[src/rtl/seq_detector.sv]
// Serial pattern detector with a run-time loadable pattern, overlapping or
// non-overlapping matching, Moore/Mealy match flags and a saturating match counter.
module seq_detector #(
  parameter int                     PATTERN_LEN = 4,
  parameter int                     CNT_WIDTH   = 8,
  parameter logic [PATTERN_LEN-1:0] RST_PATTERN = PATTERN_LEN'(4'b1011)
) (
  input  logic                   i_sys_clk,
  input  logic                   i_rst,
  input  logic                   i_data_in,
  input  logic                   i_data_valid,
  input  logic [PATTERN_LEN-1:0] i_pattern,
  input  logic                   i_load,
  input  logic                   i_overlap_en,
  input  logic                   i_clr,
  output logic                   o_moore_fsm_out,
  output logic                   o_mealy_fsm_out,
  output logic [CNT_WIDTH-1:0]   o_match_cnt,
  output logic                   o_cnt_sat
);

  localparam int SW = $clog2(PATTERN_LEN + 1);
  localparam int EW = PATTERN_LEN + 1;
  localparam logic [SW-1:0] FULL = SW'(PATTERN_LEN);

  logic [SW-1:0]          s_r;
  logic [PATTERN_LEN-1:0] pat_r;
  logic [CNT_WIDTH-1:0]   cnt_r;
  logic                   moore_r;
  logic                   sat_r;

  logic [SW-1:0]          border_s;
  logic [SW-1:0]          sp_s;
  logic [SW-1:0]          s_next_s;
  logic                   hit_s;
  logic [CNT_WIDTH-1:0]   cnt_inc_s;

  function automatic logic [EW-1:0] low_mask(input int unsigned k);
    return {EW{1'b1}} >> (EW - k);
  endfunction

  // Longest proper prefix of the pattern that is also a suffix of it.
  function automatic logic [SW-1:0] border_len(input logic [PATTERN_LEN-1:0] pat);
    logic [EW-1:0] p;
    logic [SW-1:0] best;
    p    = {1'b0, pat};
    best = '0;
    for (int unsigned k = 1; k < PATTERN_LEN; k++) begin
      if ((p >> (PATTERN_LEN - k)) == (p & low_mask(k))) best = SW'(k);
    end
    return best;
  endfunction

  // The first sp pattern bits followed by bit_in form a string of sp+1 bits;
  // the result is the longest pattern prefix that ends that string.
  function automatic logic [SW-1:0] advance(input logic [PATTERN_LEN-1:0] pat,
                                            input logic [SW-1:0] sp,
                                            input logic bit_in);
    logic [EW-1:0] p;
    logic [EW-1:0] str;
    logic [SW-1:0] best;
    p    = {1'b0, pat};
    str  = ((p >> (PATTERN_LEN - 32'(sp))) << 1) | EW'(bit_in);
    best = '0;
    for (int unsigned k = 1; k <= PATTERN_LEN; k++) begin
      if ((k <= 32'(sp) + 32'd1) && ((p >> (PATTERN_LEN - k)) == (str & low_mask(k))))
        best = SW'(k);
    end
    return best;
  endfunction

  // Next match length, Mealy flag and saturating counter increment.
  always_comb begin
    border_s = border_len(pat_r);
    if (s_r == FULL) begin
      if (i_overlap_en) sp_s = border_s;
      else              sp_s = '0;
    end else begin
      sp_s = s_r;
    end
    s_next_s = advance(pat_r, sp_s, i_data_in);
    hit_s    = i_data_valid && !i_clr && !i_load && !i_rst && (s_next_s == FULL);
    if (cnt_r == '1) cnt_inc_s = cnt_r;
    else             cnt_inc_s = cnt_r + CNT_WIDTH'(1);
  end

  // Detector state, pattern register, counter and registered flags.
  always_ff @(posedge i_sys_clk or posedge i_rst) begin
    if (i_rst) begin
      s_r     <= '0;
      pat_r   <= RST_PATTERN;
      cnt_r   <= '0;
      moore_r <= 1'b0;
      sat_r   <= 1'b0;
    end else if (i_clr || i_load) begin
      s_r     <= '0;
      moore_r <= 1'b0;
      if (i_clr) begin
        cnt_r <= '0;
        sat_r <= 1'b0;
      end
      if (i_load) pat_r <= i_pattern;
    end else if (i_data_valid) begin
      s_r     <= s_next_s;
      moore_r <= (s_next_s == FULL);
      if (hit_s) begin
        cnt_r <= cnt_inc_s;
        sat_r <= (cnt_inc_s == '1);
      end
    end
  end

  assign o_moore_fsm_out = moore_r;
  assign o_mealy_fsm_out = hit_s;
  assign o_match_cnt     = cnt_r;
  assign o_cnt_sat       = sat_r;

endmodule

[config.mk]
export PLATFORM = sky130hd
export DESIGN_NAME = seq_detector
export DESIGN_NICKNAME = d
export VERILOG_FILES = /design/src/rtl/seq_detector.sv
export SDC_FILE = /design/constraint.sdc
export NUM_CORES = 1
export LEC_CHECK = 0
export ABC_AREA = 1
export CAP_MARGIN = 10
export CORE_ASPECT_RATIO = 0.5
export CORE_MARGIN = 3
export CORE_UTILIZATION = 54
export CTS_CLUSTER_SIZE = 24
export DETAILED_ROUTE_END_ITERATION = 10
export GPL_TIMING_DRIVEN = 0
export PLACE_DENSITY = 0.86
export SYNTH_ARGS = -nofsm -noshare
export SYNTH_HDL_FRONTEND = slang
export SYNTH_SLANG_ARGS = --single-unit
[constraint.sdc]
create_clock -name i_sys_clk -period 5.5 [get_ports i_sys_clk]
set_clock_uncertainty 0.15 [all_clocks]
set_input_delay 1.65 -clock i_sys_clk [delete_from_list [all_inputs] [get_ports i_sys_clk]]
set_output_delay 1.65 -clock i_sys_clk [all_outputs]
set_load 0.05 [all_outputs]
==> impl_metrics.py <==
metrics = {
    "finish": {
        "final_cell_mix": "70 x nand2_1, 31 x nand3_1, 24 x inv_1",
        "final_common_cell": "nand2_1",
        "drive_gt1_frac": 0.215,
        "antennaDiodeCount": 0,
        "layoutNonFillerInstCount": 300,
        "fin_nets": 282,
        "area_delta_synth_final_pct": 26.5,
        "nFillCells": 191,
        "final_core_util": 0.793,
    },
    "sta": {
        "rsz0062_at_grt": "false",
        "fin_setup_tns_ps": 0,
        "finalCritPeriodShare": 0.983,
        "setup_ws_ps": 93.8,
        "drv_slew": 0,
        "hold_slack_ps": 367,
        "hold_viol_final": 0,
        "min_period_ps": 5410,
        "relSlewSlack": 0.547,
        "clock.fmax_mhz": 185,
        "tightest_slew_ps": 678,
        "setup_viol": 0,
    },
    "cts": {
        "insertion_delay_ps": 260,
        "cts.sinks": 17,
        "clk_path_buf_depth": 2,
        "clk_pin_slew_ps": 70,
        "cts_tree": "yes",
        "cts-root-buf": "clkbuf_8",
        "cts_htree_levels": 1,
        "numCtsBuffers": 3,
    },
    "yosys": {
        "syn_inst": 233,
        "synth_area_um2": 1530,
        "synth-simple-area-share": 0.462,
        "synth_top_family_by_area": "simple AND/OR/NAND/NOR gates",
        "synthMuxAreaShare": 0,
        "ys_types": 31,
        "synthAdderAreaFrac": 0.0408,
        "synth_compound_area_frac": 0.0620,
        "yosys_warnings": 0,
        "ys_seq_area_frac": 0.280,
        "synth-xor-area-share": 0.0457,
        "syn-num-nets": 249,
        "yosys_register_bits": 17,
        "avgSynthCellArea_um2": 6.58,
    },
    "power": {
        "p_per_area_nw_per_um2": 160,
        "swShare": 0.319,
        "worst_ir_drop_vdd_uv": 179,
        "p_sw_uw": 98.9,
        "clkPwrFrac": 0.314,
        "power_frac_seq": 0.435,
        "internal-power_uw": 211,
        "combPwrFrac": 0.252,
        "p_leak_uw": 0.00102,
    },
    "route": {
        "drtIter0Drc": 96,
        "viasPerCell": 5.40,
        "first_pass_iters": 6,
        "wirelength_um": 4170,
        "ant_nets": 0,
        "route.detailed.drc": 0,
        "wire_per_inst_um": 13.9,
        "routed-via-count": 1620,
    },
    "worst_setup_path": {
        "worstPathMaxFanout": 3,
        "path_buf_inv": 5,
        "end_kind": "primary output",
        "startpoint_type": "input pin",
        "arrival_ps": 3610,
        "slowest_stage": "dlygate4sd2_1",
        "r2r_cells": 19,
        "cp.depth": 16,
        "cp.required_ps": 3700,
        "worst-setup-path-type": "input pin to primary output",
        "crit_family": "simple AND/OR/NAND/NOR gates",
        "crit_chain": "dlygate4sd2_1 > nand2_2 > nor2_4 > a21oi_4 > inv_2 > ha_4 > inv_2 > nand3_4 > o21ai_4 > nand2_2 > nand2_1 > nand2_1 > nor2_2 > nand3_2 > inv_4 > buf_8",
        "critPathMaxStageDelay_ps": 240,
    },
    "floorplanning": {
        "num_rows": 12,
        "core_um2": 2450,
        "start_util": 0.627,
        "die_x_um": 81.4,
        "ios": 22,
        "die_y_um": 43.7,
        "die_area_um2": 3550,
    },
    "run": {
        "cap_violations": 0,
    },
    "placed_design": {
        "placed_cells": 287,
        "hpwl_um": 2770,
        "post-place-ws_ps": -1010,
        "io_buffers": 19,
        "gp_congestion": 0.887,
    },
    "min_path": {
        "hold_path.class": "flop to flop",
        "worstHoldPathCells": 2,
    },
    "grt": {
        "grt_max_degree": 18,
        "antenna_found_initial": 0,
        "grt_pass1_wl_um": 7150,
        "overflow": 0,
        "grt_pass1_vias": 1564,
        "track_usage": 0.263,
    },
    "run_status": {
        "status": "completed",
    },
}
[routing by layer]
metal	wire length, um	vias up	track usage
met5	0	-	0
met4	116	0	0.118
met3	227	18	0.0560
met2	2020	63	0.448
met1	1810	749	0.323
li1	-	790	-
[kinds of logic (layout without fill, tap and decap cells)]
| logic type | Yosys count | count (layout) |
|---|---|---|
| compound gates | 15 | 15 |
| simple gates | 148 | 148 |
| buf+inv | 40 | 72 |
| fa+ha+maj | 5 | 5 |
| xor+xnor | 8 | 8 |
| flops | 17 | 17 |
[path summary, 6_finish.rpt]
check / startpoint / slack, ps / endpoint
worst min-delay path: o_cnt_sat / 370 / o_cnt_sat
worst max register to register: pat_r[3] / 2480 / o_match_cnt[4]
worst max-delay path: i_overlap_en / 90 / o_mealy_fsm_out
worst min register to register: o_cnt_sat / 370 / o_cnt_sat
max in group asynchronous: i_rst / 3090 / o_match_cnt[1]
min in group asynchronous: i_rst / 1680 / pat_r[2]
[power groups by stage]
| stage | combinational (uW) | sequential, uW | clock (uW) |
|---|---|---|---|
| after global routing | 85.1 | 135 | 106 |
| after global placement | 66.7 | 136 | 0 |
| after detailed placement | 69.3 | 137 | 0 |
| after CTS | 74.9 | 134 | 99.0 |
| final | 77.9 | 135 | 97.3 |
| after floorplan | 49.7 | 138 | 0 |
[state kept, by name (all words and copies together), names as in the netlist]
signal and flops:
o_match_cnt 8, s_r 3, o_cnt_sat 1, pat_r 4
o_moore_fsm_out 1
[synthesized netlist by cell type, drive strengths merged]
master,count,area share
nor2,26,0.075
o21ai,9,0.039
or2,1,0.0041
o22ai,2,0.0082
nand4,1,0.0041
a21oi,3,0.0098
o211ai,1,0.0049
inv,34,0.086
buf,4,0.018
nand3,38,0.14
dfstp,3,0.051
clkbuf,1,0.0024
dfrtp,14,0.23
xnor2,4,0.023
nand2,82,0.24
xor2,4,0.023
ha,5,0.041
clkinv,1,0.0024
[worst register-to-register path, cell delays in order, from the launching register on]
cell and delay (ps):
dfstp_2 520, buf_4 170, inv_4 70, o22ai_1 150
nor2_1 90, a21oi_4 210, inv_2 90, ha_4 230
inv_2 120, nand3_4 100, o21ai_4 80, nand2_2 90
nand2_1 90, nand2_1 60, nor2_2 140, nand3_2 140
buf_4 160, buf_6 130, nand3_1 70, nand2_1 60
[through the flow]
stage                     area [um^2]  total power, uW
final                            1940              310
after global routing             1940              326
after CTS                        1940              308
after detailed placement         1770              206
after global placement           1770              203
after floorplan                  1530              187
[cell type report]
cell class	count	area, um^2	share of cell area
repair buffers	28	262	0.135
inverters	35	139	0.0716
clock buffers	4	45.0	0.0232
plain buffers	5	31.3	0.0161
well taps	35	43.8	0.0226
multi-input cells	176	991	0.511
flip-flops and latches	17	429	0.221
[timing repair]
item | CTS | global route
buffers inserted | 9 | 0
endpoints found under the setup margin | 1 | 0
resized for setup | 23 | 0
hold buffers | 0 | 0
Power figures use the tool's default switching activity.
==> variant (config.mk and constraints unchanged) <==
Change the parameter `CNT_WIDTH` from 8 to 12.
--- a/src/rtl/seq_detector.sv
+++ b/src/rtl/seq_detector.sv
@@ -2,7 +2,7 @@
 // non-overlapping matching, Moore/Mealy match flags and a saturating match counter.
 module seq_detector #(
   parameter int                     PATTERN_LEN = 4,
-  parameter int                     CNT_WIDTH   = 8,
+  parameter int                     CNT_WIDTH   = 12,
   parameter logic [PATTERN_LEN-1:0] RST_PATTERN = PATTERN_LEN'(4'b1011)
 ) (
   input  logic                   i_sys_clk,
Interface: changed (resized o_match_cnt); port bits go from 22 to 26. No check against the original RTL was run, so the function may have changed too.
==> variant against the unedited design <==
- worst setup slack better by 0.065 ns
- highest routed layer unchanged
- synthesized cell count is 17% higher
- total power increased by 6.6%
- cell area increased by 13%
- non-clock buffer count rose by 4
- synthesized area is 15% higher
- sequential cell count up 4
- largest power group unchanged
- wire length down 1.5%
==> variant: results (changes against the unedited design) <==
GR Util All Layers -> 0.222 (was 0.263)
Worst Hold Launch -> o_moore_fsm_out$_DFFE_PP0P_ (was o_cnt_sat$_DFFE_PP0P_)
Fillers -> 217 (was 191)
Clock slew at reported path FFs -> 0.08 ns
Largest net degree at the start of global routing -> 22 (was 18)
Placer Congestion -> 0.868 (was 0.887)
First drt pass iteration count -> 5 (was 6)
Most common library cells after synthesis -> 97 x nand2_1, 40 x nand3_1, 31 x inv_1 (was 70 x nand2_1, 33 x nand3_1, 29 x inv_1)
Largest register FFs -> 12 (was 8)
Count leader, synth -> nand2_1 (unchanged)
Drt via density -> 5.31 (was 5.40)
Initial DRC count -> 87 (was 96)
Reg-to-reg slack, setup -> 2.52 ns (was 2.48 ns)
Share of cells above drive strength 1 -> 0.160 (was 0.215)
IO Port Bufs -> 23 (was 19)
Clock Tree Root -> clkbuf_8 (unchanged)
Sequential cell area fraction in the yosys report -> 0.300 (was 0.280)
Critical Path AT -> 3.54 ns (was 3.61 ns)
Peak supply drop -> 119 uV (was 179 uV)
Number of global-route vias before repair -> 1,635 (was 1,564)
Pint -> 0.233 mW (was 0.211 mW)
Syn. warnings -> 0 (unchanged)
Crit path max-delay cell type -> a221oi_2 (was dlygate4sd2_1)
Crit path max-delay family -> simple AND/OR/NAND/NOR gates (unchanged)
# H-tree levels -> 1 (unchanged)
Status -> complete, no violations (unchanged)
Hold WS -> 0.343 ns (was 0.367 ns)
Antenna violations before repair -> 0 (unchanged)
Top post-synthesis cells by area -> dfrtp_1 26%, nand2_1 21%, nand3_1 11% (was dfrtp_1 23%, nand2_1 17%, nand3_1 11%)
First-pass GRT wire length -> 6970 microns (was 7150 microns)
Fin nets -> 323 (was 282)
Max-Slew Margin vs Limit -> 0.465 (was 0.547)
Min-Delay Endpoint -> o_moore_fsm_out$_DFFE_PP0P_ (was o_cnt_sat$_DFFE_PP0P_)
Reg-to-Reg End -> o_match_cnt[10]$_DFFE_PP0P_ (was o_match_cnt[4]$_DFFE_PP0P_)
Placed Instance Area -> 0.00204 sq mm (was 0.00177 sq mm)
R2R depth -> 17 (was 19)
Final WL -> 4110 microns (was 4170 microns)
Leak pwr -> 1.11 nW (was 1.02 nW)
DPL Wire Length -> 2950 microns (was 2770 microns)
Net Count, Synth -> 288 (was 249)
## variant: cell count changes after synthesis, sizes merged, moves of 2 or more
cell	delta
buf	+2
dfrtp	+4
nand2	+22
nand3	+5
nand4	+2
nor2	-4
o21ai	+3
o22ai	-2
xor2	+3
## variant: cell type report
cell class                      count  area, sq um  share of cell area
Clock inverter                      1         5.00             0.00229
Buffer                              7         46.3              0.0212
Sequential cell                    21          529               0.242
Tap cell                           37         46.3              0.0212
Multi-Input combinational cell    209         1100               0.505
Clock buffer                        3         41.3              0.0189
Inverter                           35          131              0.0601
Timing Repair Buffer               30          283               0.129
## variant: through the flow
step / setup WS [ns] / cells / total power, mW
5_1_grt: 0.0486 / 343 / 0.350
6_report: 0.159 / 343 / 0.330
3_5_place_dp: -1.11 / 332 / 0.223
2_1_floorplan: 0.456 / 272 / 0.207
4_1_cts: 0.0469 / 342 / 0.331
3_3_place_gp: -1.06 / 332 / 0.221
## variant: how the worst max path moves through the flow
stage | start | endpoint | depth (start not counted)
floorplan | i_overlap_en | o_mealy_fsm_out | 13
global placement | i_overlap_en | o_mealy_fsm_out | 15
detailed placement | i_overlap_en | o_mealy_fsm_out | 15
CTS | i_overlap_en | o_mealy_fsm_out | 17
global route | i_overlap_en | o_mealy_fsm_out | 16
finish | i_overlap_en | o_mealy_fsm_out | 16
## variant: cells by family (layout without fill, tap and decap cells)
family	count (synthesis)	after routing	synth area share
AOI/OAI and AO/OA	18	18	0.0582
xor gates and xnor gates	11	11	0.0547
adders and majority gates	5	5	0.0355
buffers and inverters	42	76	0.101
DFF	21	21	0.300
and+or+nand+nor	175	175	0.450
## variant: what timing repair did
| item | 4_1_cts | 5_1_grt |
|---|---|---|
| pin swaps | 6 | 7 |
| hold endpoints to repair | 0 | 0 |
| setup endpoints to repair | 1 | 1 |
| gates resized for setup | 17 | 6 |
| buffers inserted | 6 | 1 |
## variant: power groups by stage
stage | registers [mW] | clock network (mW) | logic, mW
after detailed placement | 0.166 | 0 | 0.0576
after global routing | 0.164 | 0.116 | 0.0698
after global placement | 0.166 | 0 | 0.0557
final | 0.163 | 0.104 | 0.0629
after floorplan | 0.165 | 0 | 0.0424
after CTS | 0.163 | 0.107 | 0.0610
## variant: worst min-delay path, delay by kind of cell, from the launching register on
kind	cells	cell delay (ns)
flops	1	0.34
simple gates	2	0.11
## variant: per-layer routing
metal | part of all wire | vias up | global-route usage
met4 | 0.013 | 0 | 0.0652
met5 | 0 | - | 0
met1 | 0.46 | 846 | 0.280
li1 | - | 923 | -
met3 | 0.048 | 8 | 0.0321
met2 | 0.48 | 44 | 0.404
